**src/rtl/tx_hop_scheduler.sv**
```systemverilog
// tx_hop_scheduler
//   Time-division channel scheduler for the transmit path. Steps through a
//   programmable hop table of {source select, DDS phase increment, dwell}.
//   It drives the transmit core's output mux select and the per-channel DDS
//   phase increments. The DAC is muted for GUARD_CYCLES after every hop, so
//   that mux and frequency-shifter transients are blanked.
//
// Ports
//   clock, resetn          sole clock (rising edge), async active-low reset
//   cfg_we/addr/select/    hop-table write port; writes are accepted only
//   phase_inc/dwell        while idle
//   cfg_last_index         last entry of the sequence, latched on start
//   loop_enable            wrap to entry 0 after the last entry, latched on start
//   start, stop            begin a sequence when idle; abort (stop wins)
//   output_select          transmit core mux select
//   dds_phase_inc1..3      per-channel DDS phase increments
//   dac_mute               1 = DAC output zeroed downstream
//   busy                   sequence active (GUARD or DWELL)
//   entry_index            table entry currently applied
//   hop_strobe             one-cycle pulse on every entry load
//   cfg_error              one-cycle pulse after a rejected (busy) write
module tx_hop_scheduler #(
   parameter int TABLE_DEPTH  = 8,
   parameter int DWELL_WIDTH  = 24,
   parameter int GUARD_CYCLES = 4,
   localparam int AW = $clog2(TABLE_DEPTH)
) (
   input  logic                   clock,
   input  logic                   resetn,
   input  logic                   cfg_we,
   input  logic [AW-1:0]          cfg_addr,
   input  logic [2:0]             cfg_select,
   input  logic [15:0]            cfg_phase_inc,
   input  logic [DWELL_WIDTH-1:0] cfg_dwell,
   input  logic [AW-1:0]          cfg_last_index,
   input  logic                   loop_enable,
   input  logic                   start,
   input  logic                   stop,
   output logic [2:0]             output_select,
   output logic [15:0]            dds_phase_inc1,
   output logic [15:0]            dds_phase_inc2,
   output logic [15:0]            dds_phase_inc3,
   output logic                   dac_mute,
   output logic                   busy,
   output logic [AW-1:0]          entry_index,
   output logic                   hop_strobe,
   output logic                   cfg_error
);

   localparam int GW = $clog2(GUARD_CYCLES) + 1;

   typedef enum logic [1:0] {S_IDLE, S_GUARD, S_DWELL} state_t;

   state_t                 state;
   logic [2:0]             sel_tab   [TABLE_DEPTH];
   logic [15:0]            phase_tab [TABLE_DEPTH];
   logic [DWELL_WIDTH-1:0] dwell_tab [TABLE_DEPTH];

   logic [AW-1:0]          last_q;
   logic                   loop_q;
   logic                   muted;
   logic [GW-1:0]          guard_cnt;
   logic [DWELL_WIDTH-1:0] dwell_cnt;

   logic                   load;
   logic [AW-1:0]          load_idx;
   logic [2:0]             ld_sel;
   logic [15:0]            ld_phase;
   logic [DWELL_WIDTH-1:0] ld_dwell;

   // Hop table; writes land only while idle.
   always_ff @(posedge clock or negedge resetn) begin
      if (!resetn) begin
         for (int unsigned i = 0; i < TABLE_DEPTH; i++) begin
            sel_tab[i]   <= '0;
            phase_tab[i] <= '0;
            dwell_tab[i] <= '0;
         end
      end else if (cfg_we && state == S_IDLE) begin
         sel_tab[cfg_addr]   <= cfg_select;
         phase_tab[cfg_addr] <= cfg_phase_inc;
         dwell_tab[cfg_addr] <= cfg_dwell;
      end
   end

   // Entry-load decision; stop always suppresses a load.
   always_comb begin
      load     = 1'b0;
      load_idx = '0;
      case (state)
         S_IDLE: begin
            if (start && !stop) load = 1'b1;
         end
         S_DWELL: begin
            if (!stop && dwell_cnt == DWELL_WIDTH'(1)) begin
               if (entry_index != last_q) begin
                  load     = 1'b1;
                  load_idx = entry_index + AW'(1);
               end else if (loop_q) begin
                  load = 1'b1;
               end
            end
         end
         default: ;
      endcase
      ld_sel   = sel_tab[load_idx];
      ld_phase = phase_tab[load_idx];
      ld_dwell = dwell_tab[load_idx];
   end

   always_ff @(posedge clock or negedge resetn) begin
      if (!resetn) begin
         state          <= S_IDLE;
         output_select  <= 3'd1;
         dds_phase_inc1 <= '0;
         dds_phase_inc2 <= '0;
         dds_phase_inc3 <= '0;
         dac_mute       <= 1'b1;
         busy           <= 1'b0;
         entry_index    <= '0;
         hop_strobe     <= 1'b0;
         cfg_error      <= 1'b0;
         last_q         <= '0;
         loop_q         <= 1'b0;
         muted          <= 1'b1;
         guard_cnt      <= '0;
         dwell_cnt      <= '0;
      end else begin
         hop_strobe <= load;
         cfg_error  <= cfg_we && (state != S_IDLE);
         if (load) begin
            state       <= S_GUARD;
            entry_index <= load_idx;
            dac_mute    <= 1'b1;
            busy        <= 1'b1;
            guard_cnt   <= GW'(GUARD_CYCLES - 1);
            dwell_cnt   <= (ld_dwell == '0) ? DWELL_WIDTH'(1) : ld_dwell;
            muted       <= !(ld_sel inside {3'd1, 3'd2, 3'd3});
            if (state == S_IDLE) begin
               last_q <= cfg_last_index;
               loop_q <= loop_enable;
            end
            // A muted entry leaves select and every increment untouched.
            case (ld_sel)
               3'd1: begin output_select <= 3'd1; dds_phase_inc1 <= ld_phase; end
               3'd2: begin output_select <= 3'd2; dds_phase_inc2 <= ld_phase; end
               3'd3: begin output_select <= 3'd3; dds_phase_inc3 <= ld_phase; end
               default: ;
            endcase
         end else begin
            case (state)
               S_IDLE: ;
               S_GUARD: begin
                  if (stop) begin
                     state    <= S_IDLE;
                     dac_mute <= 1'b1;
                     busy     <= 1'b0;
                  end else if (guard_cnt == '0) begin
                     state    <= S_DWELL;
                     dac_mute <= muted;
                  end else begin
                     guard_cnt <= guard_cnt - GW'(1);
                  end
               end
               S_DWELL: begin
                  // No load here means either stop or a non-looping end.
                  if (stop || dwell_cnt == DWELL_WIDTH'(1)) begin
                     state    <= S_IDLE;
                     dac_mute <= 1'b1;
                     busy     <= 1'b0;
                  end else begin
                     dwell_cnt <= dwell_cnt - DWELL_WIDTH'(1);
                  end
               end
               default: state <= S_IDLE;
            endcase
         end
      end
   end

endmodule
```
**config.mk**
```make
export PLATFORM = sky130hd
export DESIGN_NAME = tx_hop_scheduler
export DESIGN_NICKNAME = d
export VERILOG_FILES = /design/src/rtl/tx_hop_scheduler.sv
export SDC_FILE = /design/constraint.sdc
export NUM_CORES = 1
export LEC_CHECK = 0
export ABC_CLOCK_PERIOD_IN_PS = 4300
export BUFFER_PORTS_ARGS = -buffer_cell sky130_fd_sc_hd__buf_2
export CORE_MARGIN = 8
export CORE_UTILIZATION = 60
export CTS_BUF_LIST = sky130_fd_sc_hd__clkbuf_4
export DETAILED_ROUTE_END_ITERATION = 10
export GPL_TIMING_DRIVEN = 0
export PLACE_DENSITY = 0.84
export SETUP_SLACK_MARGIN = 0.15
export SYNTH_ARGS = -nofsm -noshare
export SYNTH_HDL_FRONTEND = slang
export SYNTH_SLANG_ARGS = --single-unit
```
**constraint.sdc**
```tcl
create_clock -name clock -period 4.3 [get_ports clock]
set_clock_uncertainty 0.2 [all_clocks]
set_input_delay 0.86 -clock clock [delete_from_list [all_inputs] [get_ports clock]]
set_output_delay 0.86 -clock clock [all_outputs]
set_load 0.1 [all_outputs]
```
==> implementation parameters, run 1 <==
Parameter                              Value

Yosys
  Biggest area contributors in the synthesized netlist ... sky130_fd_sc_hd__dfrtp_1 (53%), sky130_fd_sc_hd__mux2_2 (22%), sky130_fd_sc_hd__o21ai_0 (2.5%), sky130_fd_sc_hd__nand2_1 (2.4%), sky130_fd_sc_hd__nor2_1 (1.9%)
  Total standard cell area after synthesis ... 20200 µm²
  Syn nets ... 1691
  Cell type with the highest aggregate area in the netlist ... sky130_fd_sc_hd__dfrtp_1
  Commonest register cell after synthesis ... sky130_fd_sc_hd__dfrtp_1
  Adder-cell area share of the yosys netlist ... 0.00309
  Count of distinct cell types in the synthesized netlist ... 78
  Portion of the post-synthesis area used by sequential elements ... 0.538
  Synth Area in Simple Gates ... 0.0824
  Synth Register Bits ... 435
  Area share of the largest cell type after synthesis ... 0.534
  Proportion of synthesized area in mux cells ... 0.258
  Synth Area in Compound Gates ... 0.0792
  Total of warnings raised by yosys ... 0
  Largest family of logic cells by synthesized area ... multiplexers
  Number of synthesized flops with an enable pin ... 0
  Fraction of synthesis flops using an asynchronous set or reset pin ... 1.00
  Number of instances in the synthesized netlist ... 1631
  Xor and xnor area share after synthesis ... 0.0139
  Mean area per synthesized cell ... 12.4 µm²

Global routing
  Vias in the first global route ... 15781
  Largest net degree at the start of global routing ... 117
  Global-route wire length before repair ... 88700 µm
  Global route total overflow ... 0
  Total track usage ... 0.292
  Number of antenna violations at the first check in global routing ... 7

Clock network
  Clk buf depth ... 3
  Clock sink count ... 435
  TritonCTS clock tree ... done
  Root buffer cell ... sky130_fd_sc_hd__clkbuf_4
  Number of buffers created by CTS ... 110
  Count of H-tree levels built during CTS ... 3
  Reg clk slew, reported paths ... 0.07 ns
  Clock insertion delay at the later pin of the skew report ... 0.84 ns

Finish
  Syn-to-layout area delta ... 14.2%
  Final core utilization ... 0.692
  Flip-flop and latch area ... 10900 µm²
  Layout cell share with drive strength beyond 1 ... 0.407
  Number of fill cells ... 2294
  Area of combinational cells with multiple inputs ... 8880 µm²
  Number of nets at the end of the flow ... 1928

Route
  Number of detailed-routing iterations run before antenna repair ... 8
  Total Wirelength ... 57900 µm
  Drt drc ... 0
  Post-detailed-route wirelength per cell ... 24.1 µm
  Post-route antenna net violation count ... 0
  Ratio of routed vias to standard cells ... 6.36
  Number of DRC markers in iteration 0 ... 1845
  Vias ... 15309

Critical path
  Crit path capture type ... flop
  Critical path buffer and inverter count ... 4
  Max stage delay on crit path ... 0.48 ns
  Cell Chain, Critical Path ... ha_1 -> buf_4 -> clkbuf_2 -> buf_2 -> clkbuf_1 -> o2111ai_1 -> a22o_1 -> or4_1 -> o41ai_2
  Worst path slowest cell ... sky130_fd_sc_hd__dfrtp_1
  CP delay by family, top ... buffers and inverters
  Endpoint required time on the critical path ... 4.82 ns
  Startpoint-to-endpoint class of the critical path ... flop to flop
  Crit path DAT ... 4.65 ns
  Maximum fanout encountered on the critical timing path ... 10
  Type of element launching the critical path ... flop

STA
  RSZ-0062 raised after global routing ... yes
  Shortest clock period the worst path allows after layout ... 4.13 ns
  Highest Clock Rate ... 242 MHz
  Worst path setup slack after routing ... 0.166 ns
  Final Max Tran Viols ... 0
  Normalized max-slew margin ... 0.338
  Period utilization ... 0.961
  Worst Hold Slack ... 0.0728 ns
  Count of endpoints failing setup in the final report ... 0
  Final Hold Violating Endpoints ... 0
  Actual transition at the worst max-transition pin ... 0.992 ns

Placement
  Final weighted congestion in routability-driven placement ... 0.941
  DP Wirelength ... 39000 µm
  Number of buffers added on ports ... 111
  Post-place setup slack ... -0.959 ns

Pwr
  Leak pwr ... 10.3 nW
  Maximum ir drop on the vdd rail ... 0.000648 V
  Power per unit of standard cell area ... 684 nW/µm²

Die
  Core Rows ... 67
  Starting density of the core ... 0.606
  Die extent in x ... 200 µm
  I/O pin total ... 113
  Die area ... 39900 µm²
  Die boundary height ... 200 µm
  Area of the core region ... 33400 µm²

Worst hold path
  Type of the most critical hold path ... input port to flop

Status
  Status ... finished, final reports clean

Run
  Total of max-cap violations ... 0
-- metal layers --
layer | track usage | vias to the layer above | share of wire
met2 | 0.432 | 927 | 0.45
met3 | 0.0958 | 203 | 0.12
met5 | 0 | - | 0.00040
met1 | 0.393 | 7744 | 0.40
li1 | - | 6431 | -
met4 | 0.120 | 4 | 0.036
-- final cells by class --
class / instances / area share
repair buffers: 125 / 0.0317
diodes: 6 / 0.000650
well taps: 448 / 0.0243
multi-input cells: 1078 / 0.384
flip-flops and latches: 435 / 0.471
clock inverters: 26 / 0.00791
inverters: 11 / 0.00179
clock buffers: 171 / 0.0556
plain buffers: 107 / 0.0225
-- per-stage QoR --
stage	TNS, ns	power (mW)	instance area, µm²	cells
after floorplan	0	10.7	20200	1631
after global placement	-2656.27	11.7	21300	2190
after detailed placement	-37.92	12.1	21400	2193
after CTS	0	15.7	23000	2397
after global routing	0	16.5	23100	2405
final	0	15.8	23100	2407
-- final timing paths --
check	startpoint	to	cells after the start	slack (ns)
hold reg to reg	dds_phase_inc2[6]$_DFFE_PN0P_	dds_phase_inc2[6]$_DFFE_PN0P_	1	0.29
hold / removal	cfg_last_index[2]	last_q[2]$_DFFE_PN0P_	2	0.07
setup reg to reg	entry_index[1]$_DFFE_PN0P_	dwell_cnt[0]$_DFFE_PN0P_	9	0.17
setup / recovery	entry_index[1]$_DFFE_PN0P_	dwell_cnt[0]$_DFFE_PN0P_	9	0.17
max in group asynchronous	resetn	output_select[0]$_DFFE_PN1P_	4	1.91
min in group asynchronous	resetn	dwell_tab[34]$_DFFE_PN0P_	2	0.49
-- power by group --
group	total (mW)	switching, mW	internal, mW	leakage (nW)
logic	5.25	3.22	2.03	4.15
registers	6.88	1.05	5.83	5.30
clock network	3.67	1.69	1.98	0.880
-- layout by cell type, fill, tap and decap left out, types with 9 or more instances in the layout --
cell and count:
sky130_fd_sc_hd__clkinv_1 17, sky130_fd_sc_hd__o211ai_1 21, sky130_fd_sc_hd__a211oi_1 9, sky130_fd_sc_hd__o22ai_1 20
sky130_fd_sc_hd__mux2i_1 37, sky130_fd_sc_hd__buf_2 117, sky130_fd_sc_hd__clkbuf_2 22, sky130_fd_sc_hd__clkbuf_1 55
sky130_fd_sc_hd__nand3_1 12, sky130_fd_sc_hd__dfrtp_1 432, sky130_fd_sc_hd__buf_4 23, sky130_fd_sc_hd__mux2_1 11
sky130_fd_sc_hd__nand2_1 128, sky130_fd_sc_hd__clkbuf_4 173, sky130_fd_sc_hd__nor3_1 20, sky130_fd_sc_hd__o21ai_0 95
sky130_fd_sc_hd__inv_1 11, sky130_fd_sc_hd__nor2_1 105, sky130_fd_sc_hd__a21oi_1 39, sky130_fd_sc_hd__xor2_1 13
sky130_fd_sc_hd__mux2_4 10, sky130_fd_sc_hd__mux2_2 391, sky130_fd_sc_hd__a31oi_1 9, sky130_fd_sc_hd__xnor2_1 18
-- sequential cells by signal, summed over array words and instances, names as in the netlist, 3 cells and up --
name / flops
dds_phase_inc2: 16
phase_tab: 128
sel_tab: 24
dds_phase_inc1: 16
dwell_cnt: 24
dds_phase_inc3: 16
dwell_tab: 192
last_q: 3
guard_cnt: 3
entry_index: 3
-- timing repair --
action,4_1_cts,5_1_grt
setup endpoints to repair,57,49
hold buffers,1,0
buffers inserted,6,4
gates resized for setup,30,42
pin swaps,3,2
hold endpoints to repair,84,0
gates cloned,0,0
-- synth_stat cells, types with 9 or more instances --
cell and count:
sky130_fd_sc_hd__a31oi_1 9, sky130_fd_sc_hd__clkbuf_1 76, sky130_fd_sc_hd__nor2_1 105, sky130_fd_sc_hd__mux2_1 11, sky130_fd_sc_hd__nor3_1 20, sky130_fd_sc_hd__xnor2_1 19, sky130_fd_sc_hd__mux2_4 10, sky130_fd_sc_hd__o22ai_1 20
sky130_fd_sc_hd__a211oi_1 9, sky130_fd_sc_hd__buf_2 11, sky130_fd_sc_hd__xor2_1 13, sky130_fd_sc_hd__nand3_1 12, sky130_fd_sc_hd__nand2_1 128, sky130_fd_sc_hd__mux2i_1 37, sky130_fd_sc_hd__inv_1 11, sky130_fd_sc_hd__a21oi_1 39
sky130_fd_sc_hd__dfrtp_1 432, sky130_fd_sc_hd__mux2_2 391, sky130_fd_sc_hd__o21ai_0 102, sky130_fd_sc_hd__buf_1 11, sky130_fd_sc_hd__o211ai_1 21
-- logic make-up after synthesis --
group / Yosys count
muxes: 457
xor gates and xnor gates: 32
buffers and inverters: 118
adders and majority gates: 5
other: 1
AOI/OAI and AO/OA: 252
DFF: 435
and+or+nand+nor: 331
(Power assumes the default switching activity.)
==> inputs of run 2 (changes only) <==
CORE_MARGIN = 2   (was 8)
CORE_UTILIZATION = 47   (was 60)
PLACE_DENSITY = 0.64   (was 0.84)
==> run 2 against run 1 <==
Net effect: first-iteration DRC count shrank 33%; worst hold slack better by 0.0056 ns; flip-flop and latch count did not move; largest power group unchanged; power decreased by 0.51%; critical path depth increased by 1; highest routed layer unchanged; critical path type unchanged; largest cell class unchanged.
==> implementation parameters, run 2 (synthesized netlist as in run 1, its figures left out) <==
Parameter                              Value

Clock network
  Root buffer cell ... sky130_fd_sc_hd__clkbuf_4
  Clock sink count ... 435
  TritonCTS clock tree ... done
  Clock insertion delay at the later pin of the skew report ... 0.89 ns
  Clk buf depth ... 3
  Count of H-tree levels built during CTS ... 3
  Number of buffers created by CTS ... 115
  Reg clk slew, reported paths ... 0.08 ns

Route
  Post-route antenna net violation count ... 0
  Drt drc ... 0
  Post-detailed-route wirelength per cell ... 23.4 µm
  Number of DRC markers in iteration 0 ... 1232
  Number of detailed-routing iterations run before antenna repair ... 5
  Ratio of routed vias to standard cells ... 5.85
  Vias ... 14703
  Total Wirelength ... 58900 µm

Finish
  Most frequent cells in the layout ... sky130_fd_sc_hd__dfrtp_1 (432), sky130_fd_sc_hd__mux2_2 (391), sky130_fd_sc_hd__clkbuf_4 (174), sky130_fd_sc_hd__nand2_1 (128), sky130_fd_sc_hd__buf_2 (116)
  Syn-to-layout area delta ... 15.1%
  Number of non-filler instances in the completed layout ... 2512
  Number of nets at the end of the flow ... 1936
  Layout cell share with drive strength beyond 1 ... 0.404
  Largest register by flop count ... dwell_tab
  Number of fill cells ... 3723
  Most common cell after layout, fill and taps aside ... sky130_fd_sc_hd__dfrtp_1
  Leading registers by flop count ... dwell_tab (192), phase_tab (128)
  Final standard cell area without fillers ... 23300 µm²
  Number of flip-flops in the largest register ... 192

Global routing
  Global route total overflow ... 0
  Total track usage ... 0.272
  Number of antenna violations at the first check in global routing ... 7
  Global-route wire length before repair ... 90700 µm
  Vias in the first global route ... 15276
  Largest net degree at the start of global routing ... 127

Die
  Area of the core region ... 42800 µm²
  Die area ... 44700 µm²
  Die extent in x ... 211 µm
  I/O pin total ... 113
  Starting density of the core ... 0.473
  Die boundary height ... 211 µm
  Core Rows ... 76

Placement
  Number of buffers added on ports ... 111
  Number of instances in the placed design ... 2291
  Final weighted congestion in routability-driven placement ... 0.893
  Instance area at placement ... 21600 µm²
  DP Wirelength ... 39200 µm

STA
  Normalized max-slew margin ... 0.296
  Actual transition at the worst max-transition pin ... 1.04 ns
  Count of endpoints failing setup in the final report ... 0
  RSZ-0062 raised after global routing ... yes
  Shortest clock period the worst path allows after layout ... 4.15 ns
  Final Hold Violating Endpoints ... 0
  Worst Hold Slack ... 0.0784 ns
  Highest Clock Rate ... 241 MHz
  Period utilization ... 0.965
  Final Max Tran Viols ... 0

Critical path
  Max stage delay on crit path ... 0.59 ns
  Crit path DAT ... 4.72 ns
  Crit-path most repeated cell ... sky130_fd_sc_hd__or4_1
  Type of element launching the critical path ... flop
  Crit path capture type ... flop
  Worst R2R Setup Slack ... 0.15 ns
  Depth of the worst register-to-register path ... 10
  Worst path slowest cell ... sky130_fd_sc_hd__or4_1
  CP delay by family, top ... simple AND/OR/NAND/NOR gates
  Critical path buffer and inverter count ... 2
  Cell Chain, Critical Path ... buf_2 -> xor2_1 -> nor3_4 -> clkbuf_2 -> nor4_1 -> o2bb2ai_1 -> nand4_1 -> or4_1 -> or4_1 -> o41ai_2
  Start of the worst register-to-register path ... entry_index[0]$_DFFE_PN0P_
  Startpoint-to-endpoint class of the critical path ... flop to flop
  R2r endpoint ... dwell_cnt[0]$_DFFE_PN0P_
  Maximum fanout encountered on the critical timing path ... 10
  Endpoint required time on the critical path ... 4.87 ns

Worst hold path
  Hold Crit Start ... cfg_we
  Type of the most critical hold path ... input port to flop
  Hold Path End ... cfg_error$_DFF_PN0_
  Worst Hold Path Cells ... 2

Status
  Status ... finished, final reports clean

Pwr
  Power per unit of standard cell area ... 674 nW/µm²
  Maximum ir drop on the vdd rail ... 0.000487 V
  Leak pwr ... 10.3 nW

Run
  Total of max-cap violations ... 0
## run 2: how the worst max path moves through the flow
stage	cells past startpoint	to	slack (ns)	startpoint
after floorplan	12	dwell_cnt[0]$_DFFE_PN0P_	0.33	entry_index[0]$_DFFE_PN0P_
after global placement	1	phase_tab[117]$_DFFE_PN0P_	-6.42	resetn
after detailed placement	11	dds_phase_inc2[0]$_DFFE_PN0P_	-1.24	entry_index[1]$_DFFE_PN0P_
after CTS	9	dds_phase_inc1[4]$_DFFE_PN0P_	0.16	dwell_cnt[11]$_DFFE_PN0P_
after global routing	10	dds_phase_inc1[4]$_DFFE_PN0P_	0.13	dwell_cnt[12]$_DFFE_PN0P_
final	10	dwell_cnt[0]$_DFFE_PN0P_	0.15	entry_index[0]$_DFFE_PN0P_
## run 2: cell type report
type	count	area [µm²]	area share
antenna	3	7.51	0.000322
buffer	106	528	0.0227
clock buffer	170	1280	0.0548
clock inverter	34	219	0.00940
inverter	11	41.3	0.00177
multi-input combinational	1078	8880	0.381
sequential	435	10900	0.467
tap	546	683	0.0293
timing repair buffer	129	776	0.0333
## run 2: worst reg2reg max path: stages, from the launching register on
cell and delay [ns]:
sky130_fd_sc_hd__dfrtp_1 0.44, sky130_fd_sc_hd__buf_2 0.21, sky130_fd_sc_hd__xor2_1 0.24, sky130_fd_sc_hd__nor3_4 0.44, sky130_fd_sc_hd__clkbuf_2 0.43, sky130_fd_sc_hd__nor4_1 0.12
sky130_fd_sc_hd__o2bb2ai_1 0.53, sky130_fd_sc_hd__nand4_1 0.14, sky130_fd_sc_hd__or4_1 0.48, sky130_fd_sc_hd__or4_1 0.59, sky130_fd_sc_hd__o41ai_2 0.22
## run 2: what timing repair did
action,CTS,global route
hold buffers,6,0
setup endpoints to repair,62,50
endpoints found under the hold margin,93,0
resized for setup,42,35
buffers inserted,3,6
pin swaps,3,2
## run 2: stage by stage
step	util	total power, mW	setup TNS, ns	setup WS, ns
after detailed placement	0.504	12.0	-56.01	-1.24
after global routing	0.544	16.6	0	0.131
final	0.544	15.7	0	0.151
after CTS	0.542	15.7	0	0.160
after floorplan	-	10.7	0	0.333
after global placement	0.502	11.8	-2806.24	-6.42
## run 2: where the power goes
group	internal (mW)	leakage [nW]	switching (mW)
logic	2.03	4.17	3.15
clock network	1.97	0.871	1.75
registers	5.83	5.30	0.977
## run 2: metal layers
layer,vias to the layer above,share of wire,GRT usage
li1,6473,-,-
met1,7492,0.44,0.375
met2,614,0.44,0.410
met3,116,0.089,0.0773
met4,8,0.024,0.0988
met5,-,0.00070,0
==> inputs of run 3 (changes only) <==
MAX_ROUTING_LAYER = met4   (was unset)
==> run 3 against run 2 <==
Net effect: power shrank 0.15%; critical path type unchanged; utilization is essentially flat; routed wire length grew 0.32%; largest power group unchanged; critical endpoint unchanged.
==> implementation parameters, run 3 (synthesized netlist as in run 1, its figures left out) <==
Parameter                              Value

Finish
  Most frequent cells in the layout ... sky130_fd_sc_hd__dfrtp_1 (432), sky130_fd_sc_hd__mux2_2 (391), sky130_fd_sc_hd__clkbuf_4 (193), sky130_fd_sc_hd__nand2_1 (128), sky130_fd_sc_hd__buf_2 (115)
  Number of nets at the end of the flow ... 1934
  Final core utilization ... 0.544
  Leading registers by flop count ... dwell_tab (192), phase_tab (128)
  Flip-flop and latch area ... 10900 µm²
  Area of combinational cells with multiple inputs ... 8880 µm²
  Largest register by flop count ... dwell_tab
  Number of flip-flops in the largest register ... 192
  Layout cell share with drive strength beyond 1 ... 0.415
  Most common cell after layout, fill and taps aside ... sky130_fd_sc_hd__dfrtp_1
  Number of fill cells ... 3730
  Syn-to-layout area delta ... 15.1%

Critical path
  Endpoint required time on the critical path ... 4.86 ns
  Start of the worst register-to-register path ... entry_index[1]$_DFFE_PN0P_
  Type of element launching the critical path ... flop
  Depth of the worst register-to-register path ... 11
  Crit path DAT ... 4.71 ns
  R2r endpoint ... dwell_cnt[0]$_DFFE_PN0P_
  Crit path capture type ... flop
  Startpoint-to-endpoint class of the critical path ... flop to flop
  Worst R2R Setup Slack ... 0.15 ns
  Maximum fanout encountered on the critical timing path ... 10

Pwr
  Leak pwr ... 10.4 nW
  Power per unit of standard cell area ... 674 nW/µm²
  Maximum ir drop on the vdd rail ... 0.000487 V

Route
  Ratio of routed vias to standard cells ... 5.87
  Post-detailed-route wirelength per cell ... 23.5 µm
  Total Wirelength ... 59100 µm
  Number of detailed-routing iterations run before antenna repair ... 5
  Drt drc ... 0
  Number of DRC markers in iteration 0 ... 1528
  Post-route antenna net violation count ... 0
  Vias ... 14749

Placement
  Post-place setup slack ... -1.25 ns
  DP Wirelength ... 39300 µm
  Final weighted congestion in routability-driven placement ... 0.908
  Number of buffers added on ports ... 111

Global routing
  Largest net degree at the start of global routing ... 119
  Vias in the first global route ... 14927
  Total track usage ... 0.279
  Global-route wire length before repair ... 90400 µm
  Number of antenna violations at the first check in global routing ... 5
  Global route total overflow ... 0

STA
  Period utilization ... 0.965
  RSZ-0062 raised after global routing ... yes
  Normalized max-slew margin ... 0.191
  Count of endpoints failing setup in the final report ... 0
  Final Hold Violating Endpoints ... 0
  Shortest clock period the worst path allows after layout ... 4.15 ns
  Actual transition at the worst max-transition pin ... 1.20 ns
  Worst path setup slack after routing ... 0.151 ns
  Final Max Tran Viols ... 0
  Highest Clock Rate ... 241 MHz

Die
  I/O pin total ... 113
  Die area ... 44700 µm²
  Core Rows ... 76
  Starting density of the core ... 0.473
  Die extent in x ... 211 µm
  Area of the core region ... 42800 µm²
  Die boundary height ... 211 µm

Worst hold path
  Hold Path End ... state[1]$_DFFE_PN0P_
  Type of the most critical hold path ... input port to flop
  Hold Crit Start ... stop
  Worst Hold Path Cells ... 2

Clock network
  Number of buffers created by CTS ... 114
  Clock sink count ... 435
  Clock insertion delay at the later pin of the skew report ... 0.86 ns
  Clk buf depth ... 3
  Root buffer cell ... sky130_fd_sc_hd__clkbuf_4
  Count of H-tree levels built during CTS ... 3
  Reg clk slew, reported paths ... 0.07 ns
  TritonCTS clock tree ... done

Status
  Status ... finished, final reports clean

Run
  Total of max-cap violations ... 0
[run 3: through the flow]
step | instances | instance area, µm² | power [mW] | hold WS [ns] | setup TNS, ns
3_5_place_dp | 2291 | 21600 | 12.0 | 0.274 | -57.17
3_3_place_gp | 2288 | 21500 | 11.8 | 0.266 | -2796.26
2_1_floorplan | 1631 | 20200 | 10.7 | 0.273 | 0
6_report | 2513 | 23300 | 15.7 | 0.0637 | 0
5_1_grt | 2512 | 23300 | 16.6 | 0.0224 | 0
4_1_cts | 2503 | 23200 | 15.7 | 0.00797 | 0
[run 3: per-layer routing]
| metal | vias to the layer above | routed length [µm] | global-route usage | part of all wire |
|---|---|---|---|---|
| met5 | - | 0 | - | 0 |
| met4 | 0 | 1480 | 0.0894 | 0.025 |
| met3 | 116 | 5440 | 0.0804 | 0.092 |
| met2 | 561 | 25700 | 0.396 | 0.43 |
| met1 | 7622 | 26500 | 0.387 | 0.45 |
| li1 | 6450 | - | - | - |
[run 3: worst max-delay path by stage]
stage / startpoint / to / slack [ns] / depth (start not counted)
after CTS: dwell_cnt[1]$_DFFE_PN0P_ / dds_phase_inc2[10]$_DFFE_PN0P_ / 0.15 / 12
after detailed placement: entry_index[1]$_DFFE_PN0P_ / dds_phase_inc2[7]$_DFFE_PN0P_ / -1.25 / 11
after floorplan: entry_index[0]$_DFFE_PN0P_ / dwell_cnt[0]$_DFFE_PN0P_ / 0.33 / 12
after global routing: entry_index[1]$_DFFE_PN0P_ / dwell_cnt[0]$_DFFE_PN0P_ / 0.12 / 11
after global placement: resetn / phase_tab[117]$_DFFE_PN0P_ / -6.35 / 1
final: entry_index[1]$_DFFE_PN0P_ / dwell_cnt[0]$_DFFE_PN0P_ / 0.15 / 11
[run 3: what timing repair did]
| item | in CTS | in global routing |
|---|---|---|
| setup buffers | 3 | 5 |
| resized for setup | 38 | 48 |
| endpoints found under the setup margin | 61 | 49 |
| pin swaps | 3 | 2 |
| hold endpoints to repair | 100 | 0 |
| cloned | 0 | 0 |
| hold buffers | 5 | 0 |
[run 3: area by class of cell]
type	instances	area share
Sequential cell	435	0.468
Antenna cell	5	0.000537
Tap cell	546	0.0293
Clock buffer	189	0.0609
Timing Repair Buffer	127	0.0326
Buffer	107	0.0231
Clock inverter	15	0.00263
Inverter	11	0.00177
Multi-Input combinational cell	1078	0.381
[run 3: worst max-delay path, cell delays in order (launching register included)]
cell,delay (ns)
sky130_fd_sc_hd__dfrtp_1,0.47
sky130_fd_sc_hd__ha_1,0.41
sky130_fd_sc_hd__nor2b_2,0.32
sky130_fd_sc_hd__a31oi_1,0.17
sky130_fd_sc_hd__and3_1,0.24
sky130_fd_sc_hd__clkbuf_1,0.23
sky130_fd_sc_hd__buf_2,0.30
sky130_fd_sc_hd__nor2_1,0.12
sky130_fd_sc_hd__o21ai_0,0.29
sky130_fd_sc_hd__or4_1,0.49
sky130_fd_sc_hd__or4_1,0.56
sky130_fd_sc_hd__o41ai_2,0.23
[run 3: where the power goes]
group	total [mW]	leakage (nW)	switching (mW)	internal [mW]
sequential	6.81	5.30	0.986	5.83
combinational	5.19	4.17	3.16	2.03
clock	3.69	0.907	1.73	1.96
